File: src/rtl/wbck_arb_if.sv
// Write-back channel bundle: per-channel valid/ready handshake plus the
// result data and destination index offered by each execute source.
interface wbck_arb_if #(
   parameter int XLEN        = 32,
   parameter int RFIDX_WIDTH = 5,
   parameter int NCH         = 3
);
   logic [NCH-1:0]             wbck_i_valid;
   logic [NCH-1:0]             wbck_i_ready;
   logic [NCH*XLEN-1:0]        wbck_i_wdat;
   logic [NCH*RFIDX_WIDTH-1:0] wbck_i_rdidx;

   modport master (
      output wbck_i_valid,
      output wbck_i_wdat,
      output wbck_i_rdidx,
      input  wbck_i_ready
   );

   modport slave (
      input  wbck_i_valid,
      input  wbck_i_wdat,
      input  wbck_i_rdidx,
      output wbck_i_ready
   );
endinterface

File: src/rtl/wbck_arb.sv
// Write-back arbiter: picks one of NCH result sources per cycle for the single
// regfile write port, with round-robin long pipes and ALU starvation guard.
module wbck_arb #(
   parameter int XLEN        = 32,
   parameter int RFIDX_WIDTH = 5,
   parameter int NCH         = 3,
   parameter int STARVE_MAX  = 4,
   localparam int CHW        = $clog2(NCH),
   localparam int SW         = $clog2(STARVE_MAX + 1)
) (
   input  logic                   clk,
   input  logic                   rst_n,
   wbck_arb_if.slave              bus,
   input  logic                   cmt_wbck_irqexcp,
   output logic                   wbck_o_rf_ena,
   output logic [XLEN-1:0]        wbck_o_rf_wdat,
   output logic [RFIDX_WIDTH-1:0] wbck_o_rf_rdidx,
   output logic [CHW-1:0]         wbck_o_ch
);

   logic [CHW-1:0]         ptr;
   logic [SW-1:0]          starve_cnt;
   logic [NCH-1:0]         grant;
   logic [CHW-1:0]         gnt_idx;
   logic                   gnt_any;
   logic                   found;
   logic [CHW-1:0]         lp_idx;
   logic [CHW:0]           cand_sum;
   logic [CHW-1:0]         cand;
   logic                   starved;
   logic                   kill;
   logic [XLEN-1:0]        sel_wdat;
   logic [RFIDX_WIDTH-1:0] sel_rdidx;

   assign starved = bus.wbck_i_valid[0] && (starve_cnt == SW'(STARVE_MAX));

   // Long-pipe search walks ptr..NCH-1 then wraps to 1, never visiting channel 0.
   always_comb begin
      found    = 1'b0;
      lp_idx   = '0;
      cand_sum = '0;
      cand     = '0;
      for (int i = 0; i < NCH - 1; i++) begin
         cand_sum = {1'b0, ptr} + (CHW+1)'(i);
         if (cand_sum >= (CHW+1)'(NCH)) begin
            cand_sum = cand_sum - (CHW+1)'(NCH - 1);
         end
         cand = CHW'(cand_sum);
         if (!found && bus.wbck_i_valid[cand]) begin
            found  = 1'b1;
            lp_idx = cand;
         end
      end
   end

   always_comb begin
      gnt_idx = '0;
      gnt_any = 1'b0;
      if (starved) begin
         gnt_any = 1'b1;
      end else if (found) begin
         gnt_idx = lp_idx;
         gnt_any = 1'b1;
      end else if (bus.wbck_i_valid[0]) begin
         gnt_any = 1'b1;
      end
      grant = gnt_any ? (NCH'(1) << gnt_idx) : '0;
   end

   assign bus.wbck_i_ready = grant;
   assign sel_wdat  = bus.wbck_i_wdat[gnt_idx*XLEN +: XLEN];
   assign sel_rdidx = bus.wbck_i_rdidx[gnt_idx*RFIDX_WIDTH +: RFIDX_WIDTH];
   assign kill      = grant[0] & cmt_wbck_irqexcp;

   // Fairness state: ALU grants leave the long-pipe rotation untouched.
   always_ff @(posedge clk or negedge rst_n) begin
      if (!rst_n) begin
         ptr        <= CHW'(1);
         starve_cnt <= '0;
      end else begin
         if (gnt_any && (gnt_idx != '0)) begin
            ptr <= (gnt_idx == CHW'(NCH - 1)) ? CHW'(1) : gnt_idx + CHW'(1);
         end
         if (!bus.wbck_i_valid[0] || grant[0]) begin
            starve_cnt <= '0;
         end else if (starve_cnt != SW'(STARVE_MAX)) begin
            starve_cnt <= starve_cnt + SW'(1);
         end
      end
   end

   // Killed and x0 writes are still consumed upstream; only the enable drops.
   always_ff @(posedge clk or negedge rst_n) begin
      if (!rst_n) begin
         wbck_o_rf_ena   <= 1'b0;
         wbck_o_rf_wdat  <= '0;
         wbck_o_rf_rdidx <= '0;
         wbck_o_ch       <= '0;
      end else begin
         wbck_o_rf_ena <= gnt_any & ~kill & (sel_rdidx != '0);
         if (gnt_any) begin
            wbck_o_rf_wdat  <= sel_wdat;
            wbck_o_rf_rdidx <= sel_rdidx;
            wbck_o_ch       <= gnt_idx;
         end
      end
   end

endmodule
File: src/flat_wrapper.sv
// flat-port wrapper written by rule: the top's interface ports become plain ports
module wbck_arb_flat 
#(
   parameter int XLEN        = 32,
   parameter int RFIDX_WIDTH = 5,
   parameter int NCH         = 3,
   parameter int STARVE_MAX  = 4,
   localparam int CHW        = $clog2(NCH),
   localparam int SW         = $clog2(STARVE_MAX + 1)
)
  (clk, rst_n, cmt_wbck_irqexcp, wbck_o_rf_ena, wbck_o_rf_wdat, wbck_o_rf_rdidx, wbck_o_ch, bus_wbck_i_valid, bus_wbck_i_wdat, bus_wbck_i_rdidx, bus_wbck_i_ready);
  wbck_arb_if #(.XLEN(XLEN), .RFIDX_WIDTH(RFIDX_WIDTH), .NCH(NCH)) bus_i ();
  input  logic clk;
  input  logic rst_n;
  input  logic cmt_wbck_irqexcp;
  output logic wbck_o_rf_ena;
  output logic [XLEN-1:0] wbck_o_rf_wdat;
  output logic [RFIDX_WIDTH-1:0] wbck_o_rf_rdidx;
  output logic [CHW-1:0] wbck_o_ch;
  input wire logic [$bits(bus_i.wbck_i_valid)-1:0] bus_wbck_i_valid;
  input wire logic [$bits(bus_i.wbck_i_wdat)-1:0] bus_wbck_i_wdat;
  input wire logic [$bits(bus_i.wbck_i_rdidx)-1:0] bus_wbck_i_rdidx;
  output wire logic [$bits(bus_i.wbck_i_ready)-1:0] bus_wbck_i_ready;
  assign bus_i.wbck_i_valid = bus_wbck_i_valid;
  assign bus_i.wbck_i_wdat = bus_wbck_i_wdat;
  assign bus_i.wbck_i_rdidx = bus_wbck_i_rdidx;
  assign bus_wbck_i_ready = bus_i.wbck_i_ready;
  wbck_arb #(.XLEN(XLEN), .RFIDX_WIDTH(RFIDX_WIDTH), .NCH(NCH), .STARVE_MAX(STARVE_MAX)) u_core (.clk(clk), .rst_n(rst_n), .bus(bus_i), .cmt_wbck_irqexcp(cmt_wbck_irqexcp), .wbck_o_rf_ena(wbck_o_rf_ena), .wbck_o_rf_wdat(wbck_o_rf_wdat), .wbck_o_rf_rdidx(wbck_o_rf_rdidx), .wbck_o_ch(wbck_o_ch));
endmodule
File: config.mk
export PLATFORM = sky130hd
export DESIGN_NAME = wbck_arb_flat
export DESIGN_NICKNAME = d
export VERILOG_FILES = /design/src/rtl/wbck_arb_if.sv /design/src/rtl/wbck_arb.sv /design/src/flat_wrapper.sv
export SDC_FILE = /design/constraint.sdc
export NUM_CORES = 1
export LEC_CHECK = 0
export CAP_MARGIN = 15
export CORE_UTILIZATION = 37
export CTS_CLUSTER_DIAMETER = 150
export DETAILED_ROUTE_END_ITERATION = 7
export PLACE_DENSITY = 0.86
export SKIP_CTS_REPAIR_TIMING = 1
export SYNTH_ARGS = -nofsm -noshare
export SYNTH_HDL_FRONTEND = slang
export SYNTH_SLANG_ARGS = --single-unit
File: constraint.sdc
create_clock -name clk -period 4.9 [get_ports clk]
set_input_delay 1.225 -clock clk [delete_from_list [all_inputs] [get_ports clk]]
set_output_delay 1.225 -clock clk [all_outputs]
set_load 0.05 [all_outputs]
==> impl_metrics.toml <==
[global_route]
busiest_layer = "met2"
met2_usage_pct = 42.26
use_met3_pct = 7.674
use_met1_pct = 28.52
grt_pass1_wl_um = 11630
grt_usage_pct = 24.36
grt_overflow_total = 0
grt_max_degree = 46
grt_pass1_vias = 2473
antenna_found_initial = 0

[timing]
slew_headroom_pct = 29.44
worst_slack_ps = 1048
setup-tns-final_ps = 0
skew_ps = 7.450
fin_crit_sh_pct = 78.61
fmax_mhz = 259.6
hold_slack_ps = 466.2
slew_violations = 0
hold_violations = 0
period_minus_slack_ps = 3852
rsz0062_at_grt = "no"
setup_viol_count_final = 0
tightest_slew_ps = 1058

[worst_setup_path]
worstPathRequired_ps = 3670
path_class = "in2out"
cp_data_arrival_time_ps = 2630
critPathMaxFanout = 8
start_kind = "primary input"
endpoint_kind = "primary output"

[clock_network]
clk_path_buf_depth = 2
root_buffer = "clkbuf_8"
clkTransAtPathRegs_ps = 70
insertion_delay_ps = 290
cts_max_level = 2
cts_sinks = 45
cts_inserted_buffers = 5
cts_tree = "done"

[placement]
routabilityCongestion = 0.7804
dpl_cell_area_um2 = 3815
port-buffer-count = 159
dpl_worst_slack_ps = 1053
dpl.hpwl_um = 5361
dp.cells = 399

[logic_synthesis]
yosysSeqAreaShare_pct = 51.81
ys.flop_type = "dfrtp_1"
synth_warnings = 0
synthCells = 181
synth_area_um2 = 2176
synth.net_count = 300
yosys-top-cells-area = "dfrtp_1 (51%), a221o_1 (12%), a22o_1 (10%)"
synth_edf_count = 0
synthArstFlopShare_pct = 100.0
syn_area_per_cell_um2 = 12.02
yosys.area.top_type = "dfrtp_1"
synth_top_cell_area_share_pct = 50.60
synth-seq-cells = 45
ys_types = 33

[pwr]
p_total_mw = 2.057
p_per_area_nw_per_um2 = 526.7
peakVddDrop_v = 0.0003030
leakage_nw = 1.612

[die]
die_y_um = 78.69
num_rows = 27
io-pin-count = 160
core-area_um2 = 5574
initial_core_util_pct = 39.03
dieWidth_um = 78.69
dieArea_um2 = 6191

[run]
maxCapViolations = 0

[cells_and_area]
syn_to_final_growth_pct = 79.47
drive_gt1_share_pct = 5.970
nNetsFinal = 453
diodes = 0
finish.instance_area_um2 = 3905
instances_no_fill = 407
utilization_pct = 70.06

[routing]
first_pass_iters = 4
drc = 0
ant_nets = 0
wl_per_cell_um = 18.13
drtIter0Drc = 132
drt_wl_total_um = 7380
vias = 2315
routed_via_density = 5.688

[status]
status = "finished clean"

[min_path]
hp-class = "reg2reg"
-- layout make-up --
type                            instances  area (µm²)
Timing Repair Buffer                  163        1634
Sequential cell                        45        1127
Inverter                                3       11.26
Tap cell                               72       90.09
Fill cell                             412        1669
Multi-Input combinational cell        116       952.2
Clock buffer                            8       90.09
-- critical path: stages --
cell	delay [ps]
clkdlybuf4s50_1	650
nor2b_1	240
o221a_2	260
nor2_4	50
buf_4	200
-- logic make-up after synthesis --
| family | Yosys count | synth area share, % |
|---|---|---|
| buffers and inverters | 20 | 4.427 |
| DFF | 45 | 51.81 |
| adders and majority gates | 2 | 1.150 |
| xor gates and xnor gates | 1 | 0.4026 |
| and+or+nand+nor | 24 | 5.808 |
| muxes | 1 | 0.4601 |
| AOI/OAI and AO/OA | 88 | 35.94 |
-- sequential cells by signal (all words and copies together), names as in the netlist --
| name | count |
|---|---|
| u_core.wbck_o_ch | 2 |
| u_core.wbck_o_rf_wdat | 32 |
| u_core.wbck_o_rf_rdidx | 5 |
| u_core.ptr | 2 |
| u_core.starve_cnt | 3 |
| u_core.wbck_o_rf_ena | 1 |
-- power breakdown --
group          switching [mW]  total (mW)  leakage, nW  internal [mW]
clock                   0.114       0.229       0.0455          0.115
combinational           0.759        1.24         1.03          0.478
sequential             0.0821       0.591        0.540          0.508
-- per-layer routing --
metal  vias up  share of wire [%]
li1       1052                  -
met1      1113                 39
met2       142                 48
met3         8                 11
met4         0                1.4
met5         -                  0
-- placed cells by master, fill, tap and decap left out, types with 2 or more instances in the layout --
cell             Yosys  routed
a222oi_1            11      11
nor2_1              13      13
a22o_1              26      26
or4_1                2       2
inv_1                3       3
ha_1                 2       2
clkbuf_1             9       2
a21o_1               3       3
buf_4                2       5
o211a_1              2       2
dfrtp_1             44      44
a21oi_1             11      11
a221o_1             26      26
nand2_1              2       2
clkbuf_8             0       6
buf_12               0       2
nor2b_1              3       3
clkdlybuf4s50_1      0     155
-- cell usage after synthesis (all sizes together) (3+ instances only) --
master,number
a21o,3
a21oi,11
a221o,26
a222oi,11
a22o,26
buf,8
clkbuf,9
dfrtp,44
inv,3
nor2,14
nor2b,3
-- final timing paths --
kind	from	to	slack, ps	cells after the start
worst max-delay path	bus_wbck_i_valid[1]	bus_wbck_i_ready[0]	1050	5
worst min-delay path	u_core.starve_cnt[0]$_DFFE_PN0P_	u_core.starve_cnt[0]$_DFFE_PN0P_	470	1
worst max register to register	u_core.ptr[1]$_DFFE_PN0P_	u_core.wbck_o_rf_wdat[27]$_DFFE_PN0P_	2850	4
worst min register to register	u_core.starve_cnt[0]$_DFFE_PN0P_	u_core.starve_cnt[0]$_DFFE_PN0P_	470	1
max in group asynchronous	rst_n	u_core.starve_cnt[0]$_DFFE_PN0P_	3210	1
min in group asynchronous	rst_n	u_core.wbck_o_rf_wdat[12]$_DFFE_PN0P_	1090	1
Power figures use the tool's default switching activity.
==> RTL edit: new RTL, config.mk and constraints unchanged <==
`XLEN` is set to 32 in 3 places; all go to 48.
--- a/src/rtl/wbck_arb_if.sv
+++ b/src/rtl/wbck_arb_if.sv
@@ -3,3 +3,3 @@
 interface wbck_arb_if #(
-   parameter int XLEN        = 32,
+   parameter int XLEN        = 48,
    parameter int RFIDX_WIDTH = 5,
--- a/src/rtl/wbck_arb.sv
+++ b/src/rtl/wbck_arb.sv
@@ -3,3 +3,3 @@
 module wbck_arb #(
-   parameter int XLEN        = 32,
+   parameter int XLEN        = 48,
    parameter int RFIDX_WIDTH = 5,
--- a/src/flat_wrapper.sv
+++ b/src/flat_wrapper.sv
@@ -3,3 +3,3 @@
 #(
-   parameter int XLEN        = 32,
+   parameter int XLEN        = 48,
    parameter int RFIDX_WIDTH = 5,
Interface: changed (resized bus_wbck_i_wdat and wbck_o_rf_wdat); port bits go from 160 to 224. No check against the original RTL was run, so the function may have changed too.
==> RTL edit against the original RTL <==
Combinational power rose by 48%; core utilization barely moved; clock power rose by 75%; synthesized cell count rose by 44%; register-to-register slack got worse by 310 ps; design area rose by 39%; sequential cell count rose by 16; wire length rose by 47%; synthesized area rose by 37%; setup slack got worse by 530 ps; power rose by 49%.
==> RTL edit: results (changes against the original RTL) <==
* Metal3 WL at 945 um (+14%)
* Hold Startpoint: u_core.wbck_o_ch[1]$_DFFE_PN0P_
* Sequential Power Share at 26.9% (-1.8 points)
* Synth top cells by count: 60 x dfrtp_1, 30 x nor2_1, 27 x a221o_1, 27 x a22o_1
* Share of cells above drive strength 1 at 6.90% (+0.93 points)
* Leakage at 2.22 nW (+38%)
* Clock buffers created by TritonCTS at 9 (+4)
* I/O Buffers at 223 (+40%)
* Gpl congestion at 0.858 (+10%)
* Slew @ Worst Pin at 679 ps (-380 ps)
* Final nets at 641 (+42%)
* Register area share after synthesis at 51.2% (-0.64 points)
* Run status: finished clean
* Critical R2R Launch: u_core.starve_cnt[0]$_DFFE_PN0P_
* Count leader, synth: dfrtp_1
* Post-synth cell types at 36 (+9.1%)
* Largest registers: u_core.wbck_o_rf_wdat: 48 flops, u_core.wbck_o_rf_rdidx: 5 flops, u_core.starve_cnt: 3 flops
* Wire length on met1 at 4150 um (+44%)
* FF-to-FF End: u_core.wbck_o_rf_ena$_DFF_PN0_
* Detailed Route WL at 10800 um (+47%)
* Worst reg2reg path depth at 7 (+3)
* Min Hold Slack at 483 ps (+16.7 ps)
* Hpwl dp at 7970 um (+49%)
* Syn_nets at 427 (+42%)
* Layout Skew at 3.30 ps (-4.15 ps)
* Number of global-route vias before repair at 3302 (+34%)
* DR WL/cell at 18.7 um (+3.0%)
* First-pass GRT wire length at 16400 um (+41%)
* H-tree lvl count at 3 (+1)
* Pin count of the biggest net entering global routing at 58 (+26%)
* WL met2 at 5370 um (+50%)
* Reg2reg setup slack at 2540 ps (-310 ps)
* Worst path slowest cell: clkdlybuf4s50_1
* Top cells by area, synth: dfrtp_1 50%, a221o_1 9.1%, a222oi_1 8.7%, a22o_1 7.9%, a21oi_1 4.4%
* Total GRT Usage at 25.5% (+1.1 points)
* Worst Path Arrival at 3160 ps (+530 ps)
* Crit. Startpoint: bus_wbck_i_valid[0]
* Peak supply drop at 0.328 mV (+8.1%)
* Worst-path fanout max at 28 (+20)
* Iter 0 DRT Violations at 198 (+50%)
* Drt first pass iters at 6 (+2)
* Vias/cell at 5.75 (+1.1%)
* DP Cell Count at 565 (+42%)
* Average size of a mapped cell at 11.5 um2 (-4.5%)
* Worst-skew pair later-pin latency at 320 ps (+30 ps)
* Internal power at 1.62 mW (+47%)
* Hold Path Sink: u_core.wbck_o_ch[1]$_DFFE_PN0P_
RTL edit: worst max path at each step:
stage / endpoint / slack (ps) / depth (start not counted)
4_1_cts: bus_wbck_i_ready[0] / 510 / 5
2_1_floorplan: bus_wbck_i_ready[0] / 1550 / 4
6_report: bus_wbck_i_ready[0] / 520 / 5
5_1_grt: bus_wbck_i_ready[0] / 440 / 5
3_5_place_dp: bus_wbck_i_ready[0] / 510 / 5
3_3_place_gp: bus_wbck_i_ready[0] / 550 / 5
RTL edit: area by class of cell:
cell class / instances / area [um2]
Tap cell: 102 / 128
Clock buffer: 14 / 173
Sequential cell: 61 / 1530
Fill cell: 581 / 2320
Clock inverter: 1 / 5.00
Timing Repair Buffer: 229 / 2290
Multi-Input combinational cell: 168 / 1300
Inverter: 5 / 18.8
RTL edit: worst reg2reg max path, cell delays in order (launching register included):
cell and delay, ps:
dfrtp_1 350, inv_1 60, ha_1 210, and3_1 250, a211oi_4 310, buf_4 540
a222oi_1 330, a41oi_1 220
RTL edit: power groups by stage:
stage / sequential [mW] / clock (mW) / combinational, mW
6_report: 0.824 / 0.401 / 1.84
5_1_grt: 0.849 / 0.433 / 1.92
4_1_cts: 0.825 / 0.415 / 1.85
3_5_place_dp: 0.826 / 0 / 1.85
3_3_place_gp: 0.824 / 0 / 1.82
2_1_floorplan: 1.47 / 0 / 0.523
RTL edit: routing by layer:
metal / GRT usage (%) / up-vias
met4: 12.0 / 0
li1: - / 1494
met1: 28.4 / 1611
met2: 44.6 / 199
met5: 0 / -
met3: 7.38 / 30
RTL edit: cells by family (layout without fill, tap and decap cells):
family | Yosys count | count (layout) | synth area share (%)
compound gates | 122 | 122 | 34.9
flops | 61 | 61 | 51.2
simple gates | 42 | 42 | 6.54
buf+inv | 31 | 249 | 5.87
fa+ha+maj | 2 | 2 | 0.838
xor+xnor | 1 | 1 | 0.293
mux | 1 | 1 | 0.377
RTL edit: through the flow:
step | worst slack, ps | area, um2 | total power [mW]
after floorplan | 1550 | 2990 | 1.99
after global placement | 548 | 5270 | 2.64
after detailed placement | 507 | 5270 | 2.67
after CTS | 512 | 5450 | 3.09
after global routing | 437 | 5450 | 3.20
final | 518 | 5450 | 3.07
